[src/rtl/bus_arbiter.sv]
// ============================================================================
//  Module      : bus_arbiter
//  Description : Round-robin one-hot bus source arbiter with hold limit and
//                a dead turnaround cycle between consecutive grants.
//  Revision    : 1.0  initial release
// ============================================================================
`default_nettype none

module bus_arbiter #(
    parameter int NREQ     = 24,
    parameter int HOLD_MAX = 8
) (
    input  logic            clock,
    input  logic            clear,
    input  logic [NREQ-1:0] req,
    output logic [NREQ-1:0] gnt,
    output logic [4:0]      gnt_idx,
    output logic            bus_busy,
    output logic            timeout
);

    typedef enum logic [1:0] {
        S_IDLE  = 2'd0,
        S_GRANT = 2'd1,
        S_TURN  = 2'd2
    } state_t;

    localparam logic [4:0] c_hold = 5'(HOLD_MAX);
    localparam logic [4:0] c_last = 5'(NREQ - 1);
    localparam logic [5:0] c_nreq = 6'(NREQ);

    state_t          r_state, w_state;
    logic [NREQ-1:0] r_gnt, w_gnt;
    logic [4:0]      r_win, w_win;
    logic [4:0]      r_cnt, w_cnt;
    logic [4:0]      r_ptr, w_ptr;
    logic            r_timeout, w_timeout;

    logic            w_found;
    logic [4:0]      w_pick;
    logic [5:0]      w_pos;
    logic [4:0]      w_idx;

    // First requesting source at or above the pointer, wrapping at NREQ-1.
    always_comb begin
        w_found = 1'b0;
        w_pick  = '0;
        w_pos   = '0;
        for (int k = 0; k < NREQ; k++) begin
            w_pos = {1'b0, r_ptr} + 6'(k);
            if (w_pos >= c_nreq) begin
                w_pos = w_pos - c_nreq;
            end
            if (!w_found && req[w_pos[4:0]]) begin
                w_found = 1'b1;
                w_pick  = w_pos[4:0];
            end
        end
    end

    always_comb begin
        w_state   = r_state;
        w_gnt     = r_gnt;
        w_win     = r_win;
        w_cnt     = r_cnt;
        w_ptr     = r_ptr;
        w_timeout = 1'b0;
        case (r_state)
            S_IDLE, S_TURN: begin
                w_gnt   = '0;
                w_cnt   = '0;
                w_state = S_IDLE;
                if (w_found) begin
                    w_state        = S_GRANT;
                    w_gnt[w_pick]  = 1'b1;
                    w_win          = w_pick;
                    w_cnt          = 5'd1;
                end
            end
            S_GRANT: begin
                // A release on the limit cycle counts as normal, so timeout
                // only fires when the winner is still requesting.
                if (!req[r_win] || (r_cnt == c_hold)) begin
                    w_state   = S_TURN;
                    w_gnt     = '0;
                    w_ptr     = (r_win == c_last) ? 5'd0 : r_win + 5'd1;
                    w_timeout = req[r_win];
                end else begin
                    w_cnt = r_cnt + 5'd1;
                end
            end
            default: begin
                w_state = S_IDLE;
                w_gnt   = '0;
            end
        endcase
    end

    always_ff @(posedge clock or negedge clear) begin
        if (!clear) begin
            r_state   <= S_IDLE;
            r_gnt     <= '0;
            r_win     <= '0;
            r_cnt     <= '0;
            r_ptr     <= '0;
            r_timeout <= 1'b0;
        end else begin
            r_state   <= w_state;
            r_gnt     <= w_gnt;
            r_win     <= w_win;
            r_cnt     <= w_cnt;
            r_ptr     <= w_ptr;
            r_timeout <= w_timeout;
        end
    end

    // Index is encoded from the registered one-hot so it always tracks gnt.
    always_comb begin
        w_idx = '0;
        for (int i = 0; i < NREQ; i++) begin
            if (r_gnt[i]) begin
                w_idx = w_idx | 5'(i);
            end
        end
    end

    assign gnt      = r_gnt;
    assign gnt_idx  = w_idx;
    assign bus_busy = |r_gnt;
    assign timeout  = r_timeout;

endmodule

`default_nettype wire

[config.mk]
export PLATFORM = sky130hd
export DESIGN_NAME = bus_arbiter
export DESIGN_NICKNAME = d
export VERILOG_FILES = /design/src/rtl/bus_arbiter.sv
export SDC_FILE = /design/constraint.sdc
export NUM_CORES = 1
export LEC_CHECK = 0
export CORE_UTILIZATION = 27
export DETAILED_ROUTE_END_ITERATION = 8
export GPL_TIMING_DRIVEN = 1
export SYNTH_ARGS = -nofsm -noshare
export SYNTH_HDL_FRONTEND = slang
export SYNTH_SLANG_ARGS = --single-unit
[constraint.sdc]
create_clock -name clock -period 11.8 [get_ports clock]
set_input_delay 2.36 -clock clock [delete_from_list [all_inputs] [get_ports clock]]
set_output_delay 2.36 -clock clock [all_outputs]
set_load 0.1 [all_outputs]
======== Word level (Yosys, flattened, before mapping) ========
Cells that the tools add are included.
operators by class
  reduce and logical (&&, ||, !) cells .... 56
  multiplexer cells ....................... 159
  equal/unequal tests ..................... 6
  add/subtract/negate cells ............... 49
  order comparisons ....................... 51
operators by type and width
  kind                                                                                  number
  5-bit two-way mux                                                                     58
  5-bit by 6-bit less-than comparator with 1-bit output (second input constant)         26
  6-bit by 5-bit greater-or-equal comparator with 1-bit output (second input constant)  23
  1-bit binary-select mux with 5-bit select                                             25
  5-bit subtractor (second input constant)                                              24
  1-bit two-way mux                                                                     55
  5-bit by 4-bit adder with 6-bit output (second input constant)                        8
  5-bit by 5-bit adder with 6-bit output (second input constant)                        8
  24-bit two-way mux                                                                    2
  24-bit case mux with 2 select lines                                                   1
  4-bit two-way mux                                                                     8
  5-bit by 3-bit adder with 6-bit output (second input constant)                        4
  1-bit logical AND                                                                     24
  1-bit logical NOT                                                                     24
  24-bit OR reduction                                                                   1
  5-bit by 2-bit adder with 6-bit output (second input constant)                        2
  3-bit two-way mux                                                                     4
  5-bit by 1-bit adder with 5-bit output (second input constant)                        2
  5-bit case mux with 2 select lines                                                    1
  5-bit by 1-bit adder with 6-bit output (second input constant)                        1
  2-bit two-way mux                                                                     3
  2-bit AND reduction                                                                   3
  1-bit demux with 5-bit select                                                         1
  5-bit by 4-bit equality test with 1-bit output (second input constant)                1
  other kinds (11)                                                                      12
word-level totals
  input port bits ......................... 26
  output and inout bits ................... 31
  bits in registers ....................... 42

======== Logic depth before layout (Yosys ltp) ========
  word-level depth ........................ 80
  depth in mapped cells ................... 21
  depth with buffers taken out ............ 18

======== Worst setup path after synthesis ========
Ideal clock, no wire load.
  path kind ............................... in2reg
  from .................................... input port req[19]
  to ...................................... register r_gnt[7] (netlist: gnt[7])
  path buffers ............................ 1
  setup slack ............................. 5.910 ns
  cell stages on the path ................. 12
  data required time ...................... 11.724 ns
  data arrival time ....................... 5.814 ns
  cell sequence ........................... mux2_1 mux4_2 a2bb2oi_1 and4_1 clkbuf_1 nand4_4 nor4_4 nand2_2 o2111a_1 a221o_1 or4b_4 o21ai_2
between the ends
  word-level cells in the longest chain between the ends .. 78
  elaborated cells on any way between the ends .. 154
ends and longest elaborated chain
  element                                                                                                                                                      line  source
  start, declared                                                                                                                                              15    input logic [NREQ-1:0] req,
  1-bit binary-select mux with 5-bit select                                                                                                                    54    if (!w_found && req[w_pos[4:0]]) begin
  1-bit two-way mux (not written as such)                                                                                                                      54
  1-bit two-way mux                                                                                                                                            54
  1-bit logical NOT                                                                                                                                            54
  1-bit logical AND                                                                                                                                            54
  1-bit two-way mux                                                                                                                                            54
  1-bit logical NOT                                                                                                                                            54
  1-bit logical AND                                                                                                                                            54
  [62 not listed]                                                                                                                                              --
  1-bit logical AND                                                                                                                                            54
  5-bit two-way mux                                                                                                                                            54
  5-bit by 6-bit less-than comparator with 1-bit output (not written as such) or 5-bit by 1-bit greater-or-equal comparator with 1-bit output (tied branches)  75    w_gnt[w_pick] = 1'b1;
  1-bit logical AND (not written as such)                                                                                                                      75
  1-bit two-way mux (not written as such)                                                                                                                      75
  1-bit demux with 5-bit select                                                                                                                                75
  24-bit two-way mux                                                                                                                                           73    if (w_found) begin
  24-bit case mux with 2 select lines                                                                                                                          68    case (r_state)
  end signal, assigned                                                                                                                                         109   r_gnt <= w_gnt;
  end, declared                                                                                                                                                33    logic [NREQ-1:0] r_gnt, w_gnt;
Several ways; a longest one is shown, not always the timed one. The select of a mux whose other input is x is not followed.
A chain may end at the register's enable or synchronous reset.

======== Worst setup path in the final report ========
  from .................................... input port req[19]
  to ...................................... register r_gnt[13] (netlist: gnt[13])
Same word-level chain as after synthesis.

==> out/metrics.csv <==
stage,metric,value,unit
outcome,status,completed,
timing,Max Fclk,0.1366,GHz
global_route,first-pass GRT wire length,48.34,mm
route,Initial DRC Count,931,
worst_setup_path,Crit. Startpoint,req[19],
placement,detailed placer's ending HPWL,23.96,mm
floorplanning,initial core utilization,0.2751,
synthesis,Mapped Nets,1068,
timing,Worst-Margin Slew,1.038,ns
synthesis,Syn. warnings,0,
route,1st-pass router iterations,5,
synthesis,number of synthesized flops with an enable pin,0,
min_path,worst hold path type,reg2reg,
layout,footprint of the multi-input gates,0.006699,sq mm
synthesis,Gate Count Post-Synth,1016,
timing,Setup Viol. Count Final,0,
clock_tree,TritonCTS Sinks,42,
clock_tree,CTS buffer count,5,
floorplanning,core area,0.02972,sq mm
clock_tree,Worst-path clk slew,0.06,ns
worst_setup_path,CP Max Fanout,13,
layout,# diodes,0,
global_route,GRT met1 Usage,0.2756,
synthesis,"FF+latch count, synth",42,
worst_setup_path,Startpoint Class,primary input,
worst_setup_path,r2r setup slk,4.76,ns
route,Avg WL per Cell,21.79,microns
clock_tree,Clock Path Buffers,2,
worst_setup_path,Reg2Reg Depth,16,
synthesis,area fraction in compound gates after synthesis,0.2295,
route,Post-DRT Antenna Nets,0,
route,final wirelength,31.05,mm
floorplanning,Cell Rows,63,
synthesis,post-synthesis simple-gate area fraction,0.2973,
global_route,largest net degree at the start of global routing,48,
route,Residual DRC,0,
timing,Setup Skew,0.004614,ns
global_route,GRT Total Usage,0.1983,
timing,Hold Fails Final Rpt,0,
synthesis,adder-cell share of the synthesized area,0.03979,
synthesis,Post-Synth XOR/XNOR Area,0.03703,
clock_tree,Resize count post-CTS,0,
global_route,vias in the first global route,8220,
placement,Buffers on Ports,56,
timing,slew margin rel.,0.2901,
timing,"Slew Viols, Final",0,
worst_setup_path,Setup crit end,gnt[13]$_DFFE_PN0P_,
synthesis,multiplexer area fraction after synthesis,0.2155,
route,via count,8850,
clock_tree,hold_buf cts,0,
synthesis,Synth Cell Area,0.008177,sq mm
worst_setup_path,Reg2Reg Capture Point,gnt[13]$_DFFE_PN0P_,
clock_tree,Root Buffer,clkbuf_16,
layout,count of nets after finishing,1086,
worst_setup_path,WS Path Type,in2reg,
synthesis,cell taking the most area after synthesis,dfrtp_1,
synthesis,fraction of registers with async set/reset,1.000,
timing,period utilisation layout,0.6204,
placement,worst slack at placement,4.344,ns
global_route,GRT busiest layer,met2,
layout,FF+latch area,0.001052,sq mm
synthesis,share of the synthesized area in the top cell type,0.1285,
clock_tree,clk_lat worst skew,0.28,ns
layout,Synth-to-Final Area Change,12.43,%
worst_setup_path,CP Capture Type,flop,
worst_setup_path,reg2reg start,r_ptr[1]$_DFFE_PN0P_,
synthesis,Avg Inst Size Synth,8.048,sq um
job,max_cap viols,0,
timing,RSZ-0062 raised after global routing,no,
synthesis,largest family of logic cells by synthesized area,simple AND/OR/NAND/NOR gates,
clock_tree,Max H-tree Level,2,
floorplanning,die width,176.0,microns
route,via/cell ratio,6.211,
global_route,total gr overflow,0,
floorplanning,Die H,176.0,microns
timing,Tmin final,7.321,ns
global_route,GRT met2 Usage,0.3087,
global_route,met3 Use GR,0.02799,
worst_setup_path,"Req. time, crit path",12.00,ns
clock_tree,CTS tree,yes,
timing,Final WS setup,4.479,ns
layout,layout cells sized above 1,0.1304,
placement,GP Congestion,1.057,
floorplanning,Die Area,0.03098,sq mm
timing,Total Neg Setup Slack,0,ns
global_route,initial antenna violation count,0,
synthesis,synth top area cells,"dfrtp_1 13%, mux4_2 11%, mux2i_1 6.0%, nand2_1 5.4%, ha_1 4.0%",
synthesis,Most used DFF post-synth,dfrtp_1,
synthesis,Unique masters post-synth,101,
worst_setup_path,CP arrival,7.52,ns
synthesis,sequential share of the synthesized area,0.1285,
clock_tree,setup repair bufs after CTS,0,
layout,fill cell count,3139,
floorplanning,I/O Pins,57,
[sequential cells by signal (all words and copies together), names as in the netlist]
name and flops:
gnt 24, r_cnt 5, r_ptr 5, r_state 2, r_win 5, timeout 1
[layout make-up]
| class | instances | share of cell area |
|---|---|---|
| Inverter | 27 | 0.01102 |
| Multi-Input combinational cell | 889 | 0.7287 |
| Clock buffer | 6 | 0.01511 |
| Clock inverter | 2 | 0.006533 |
| Timing Repair Buffer | 69 | 0.07105 |
| Tap cell | 390 | 0.05308 |
| Sequential cell | 42 | 0.1145 |
[cell families (layout without fill, tap and decap cells)]
family	Yosys count	count (layout)
and+or+nand+nor	441	441
AOI/OAI and AO/OA	272	272
muxes	118	118
buffers and inverters	85	104
DFF	42	42
xor gates and xnor gates	32	32
adders and majority gates	26	26
[metal layers]
metal  vias up  share of wire
met1      4327           0.43
met2       458           0.45
li1       4001              -
met3        64          0.082
met4         0          0.037
met5         -              0
[Yosys cell counts (all sizes together) (17+ instances only)]
| cell | n |
|---|---|
| a21oi | 56 |
| mux4 | 41 |
| nand2 | 120 |
| nand4 | 19 |
| nor2 | 54 |
| xnor2 | 25 |
| nand3 | 49 |
| dfrtp | 42 |
| o21ai | 66 |
| nor3 | 39 |
| ha | 26 |
| mux2i | 52 |
| clkbuf | 26 |
| inv | 25 |
| a211oi | 20 |
| or3 | 17 |
| mux2 | 25 |
| nor4 | 26 |
| buf | 32 |
[per-stage QoR]
| stage | hold WS [ns] | utilization | instance area (sq um) | instances |
|---|---|---|---|---|
| floorplan | 0.4667 | - | 8177 | 1016 |
| global placement | 0.4977 | 0.3026 | 8994 | 1417 |
| detailed placement | 0.4972 | 0.3026 | 8994 | 1417 |
| CTS | 0.5066 | 0.3093 | 9193 | 1425 |
| global route | 0.5334 | 0.3093 | 9193 | 1425 |
| finish | 0.5151 | 0.3093 | 9193 | 1425 |
[cells in the final DEF (no fill, tap or decap), types with 26 or more instances in the layout]
master,count
nand2_1,118
clkdlybuf4s50_1,55
a21oi_1,54
nor2_1,52
o21ai_0,52
mux2i_1,49
nand3_1,45
mux4_2,41
dfrtp_1,41
nor3_1,38
ha_1,26
[worst min-delay path by stage]
stage	start	endpoint	depth (start not counted)
after floorplan	r_cnt[3]$_DFFE_PN0P_	r_cnt[3]$_DFFE_PN0P_	1
after global placement	r_cnt[3]$_DFFE_PN0P_	r_cnt[3]$_DFFE_PN0P_	1
after detailed placement	r_cnt[3]$_DFFE_PN0P_	r_cnt[3]$_DFFE_PN0P_	1
after CTS	r_cnt[3]$_DFFE_PN0P_	r_cnt[3]$_DFFE_PN0P_	1
after global routing	r_cnt[3]$_DFFE_PN0P_	r_cnt[3]$_DFFE_PN0P_	1
final	r_cnt[3]$_DFFE_PN0P_	r_cnt[3]$_DFFE_PN0P_	1
[worst max-delay path, stage by stage]
cell and delay, ns:
clkdlybuf4s50_1 0.51, mux2_1 0.36, mux4_2 0.53, a21o_1 0.20
a32oi_1 0.72, and3_1 0.45, nand2b_1 0.25, nor3_2 0.51
nand4_1 0.19, o2111a_1 0.21, a221o_1 0.37, a21oi_1 0.47
nand2_1 0.19, o21ai_0 0.19
Power is not shown: default switching activity piles up to over one toggle a cycle in this logic, so the estimate is an artifact.
==> RTL change 1: new RTL, same settings <==
`NREQ`: 24 -> 48.
--- a/src/rtl/bus_arbiter.sv
+++ b/src/rtl/bus_arbiter.sv
@@ -7,7 +7,7 @@
 `default_nettype none
 
 module bus_arbiter #(
-    parameter int NREQ     = 24,
+    parameter int NREQ     = 48,
     parameter int HOLD_MAX = 8
 ) (
     input  logic            clock,
Interface: changed (resized gnt and req); port bits go from 57 to 105. No check against the original RTL was run, so the function may have changed too.
==> RTL change 1 against the original RTL <==
Final area up 35%; critical path depth up 3; wire length up 55%; hold slack better by 0.023 ns; synthesized area up 36%; die area up 36%; sequential cell count up 8; via count up 38%; worst setup slack worse by 1.5 ns; cell count up 30%; highest routed layer is now met5.
Power is left out: the tool's default activity adds up to more than one toggle a clock period on the data nets, which glitch-free logic cannot reach.
==> RTL change 1: results (changes against the original RTL) <==
Met3 Use GR - 0.04518 (+0.01719)
Routed vias/inst - 6.619 (+6.6%)
Wirelength, routed - 47990 um (+55%)
Inst Count DP - 1838 (+30%)
Clk_skew - 0.01043 ns (+0.005813 ns)
Seq/Total Area, Yosys - 0.1125 (-0.01608)
Hold Path Cell Cnt - 2 (+1)
Net count reported at finish - 1389 (+28%)
Status - completed
Arrival @ worst endpoint - 8.99 ns (+1.47 ns)
Fillers - 4232 (+35%)
Max reg flops - 32 (+33%)
Post-synth cell types - 98 (-3.0%)
Met1 Resource Use GR - 0.3041 (+0.02847)
Wire per inst - 26.00 um (+19%)
Vias in the first global route - 11210 (+36%)
Hold_ws - 0.5381 ns (+0.02303 ns)
Min-Delay Endpoint - gnt[20]
HPWL Detailed - 35850 um (+50%)
IO Port Bufs - 72 (+29%)
FF-to-FF setup slack - 3.12 ns (-1.64 ns)
Placed inst area - 12250 sq um (+36%)
Layout cells sized above 1 - 0.1718 (+0.04140)
Initial antenna violation count - 1 (+1)
RR Endpoint - gnt[0]
Drt pass-1 iters - 6 (+1)
Pin count of the biggest net entering global routing - 51 (+6.3%)
Worst r2r path cells - 19 (+3)
Top post-synthesis cells by area - mux4_2, dfrtp_1, mux2i_1
-- RTL change 1: critical path: stages --
cell and delay, ns:
clkdlybuf4s50_1 0.66, mux2_1 0.43, mux4_2 0.60, a211oi_1 0.29, nor4_1 0.10, buf_4 0.20, nor4b_1 0.72, and4_1 0.64
buf_4 0.30, and2_1 0.73, nand3_1 0.36, o2111a_1 0.33, o21ai_0 0.10, nand4bb_1 0.18, a22oi_2 0.38, nand3_2 0.30
o31ai_1 0.27
-- RTL change 1: kinds of logic after synthesis --
| family | synth area share |
|---|---|
| simple gates | 0.2227 |
| compound gates | 0.2212 |
| mux | 0.3350 |
| buf+inv | 0.06264 |
| flops | 0.1125 |
| xor+xnor | 0.02429 |
| fa+ha+maj | 0.02137 |
| other cells | 0.0003371 |
-- RTL change 1: layer usage --
metal  part of all wire  wire (um)  vias to the layer above
li1                   -          -                     5196
met1               0.40      19100                     6006
met2               0.44      21090                      876
met3               0.11       5468                      139
met4              0.048       2317                        2
met5            0.00035         17                        -
-- RTL change 1: how the worst max path moves through the flow --
stage | slack, ns | cells past startpoint | endpoint
finish | 3.00 | 17 | gnt[0]
global route | 2.73 | 16 | gnt[1]
CTS | 3.22 | 17 | gnt[0]
detailed placement | 2.94 | 17 | gnt[0]
global placement | 2.91 | 17 | gnt[16]
floorplan | 5.41 | 13 | gnt[6]
-- RTL change 1: cell type report --
cell class | count | area [sq um] | area share
inverters | 41 | 153.9 | 0.01239
multi-input cells | 1126 | 9284 | 0.7472
flip-flops and latches | 50 | 1257 | 0.1012
repair buffers | 96 | 895.9 | 0.07210
clock buffers | 6 | 138.9 | 0.01118
well taps | 525 | 656.9 | 0.05286
clock inverters | 2 | 38.79 | 0.003122
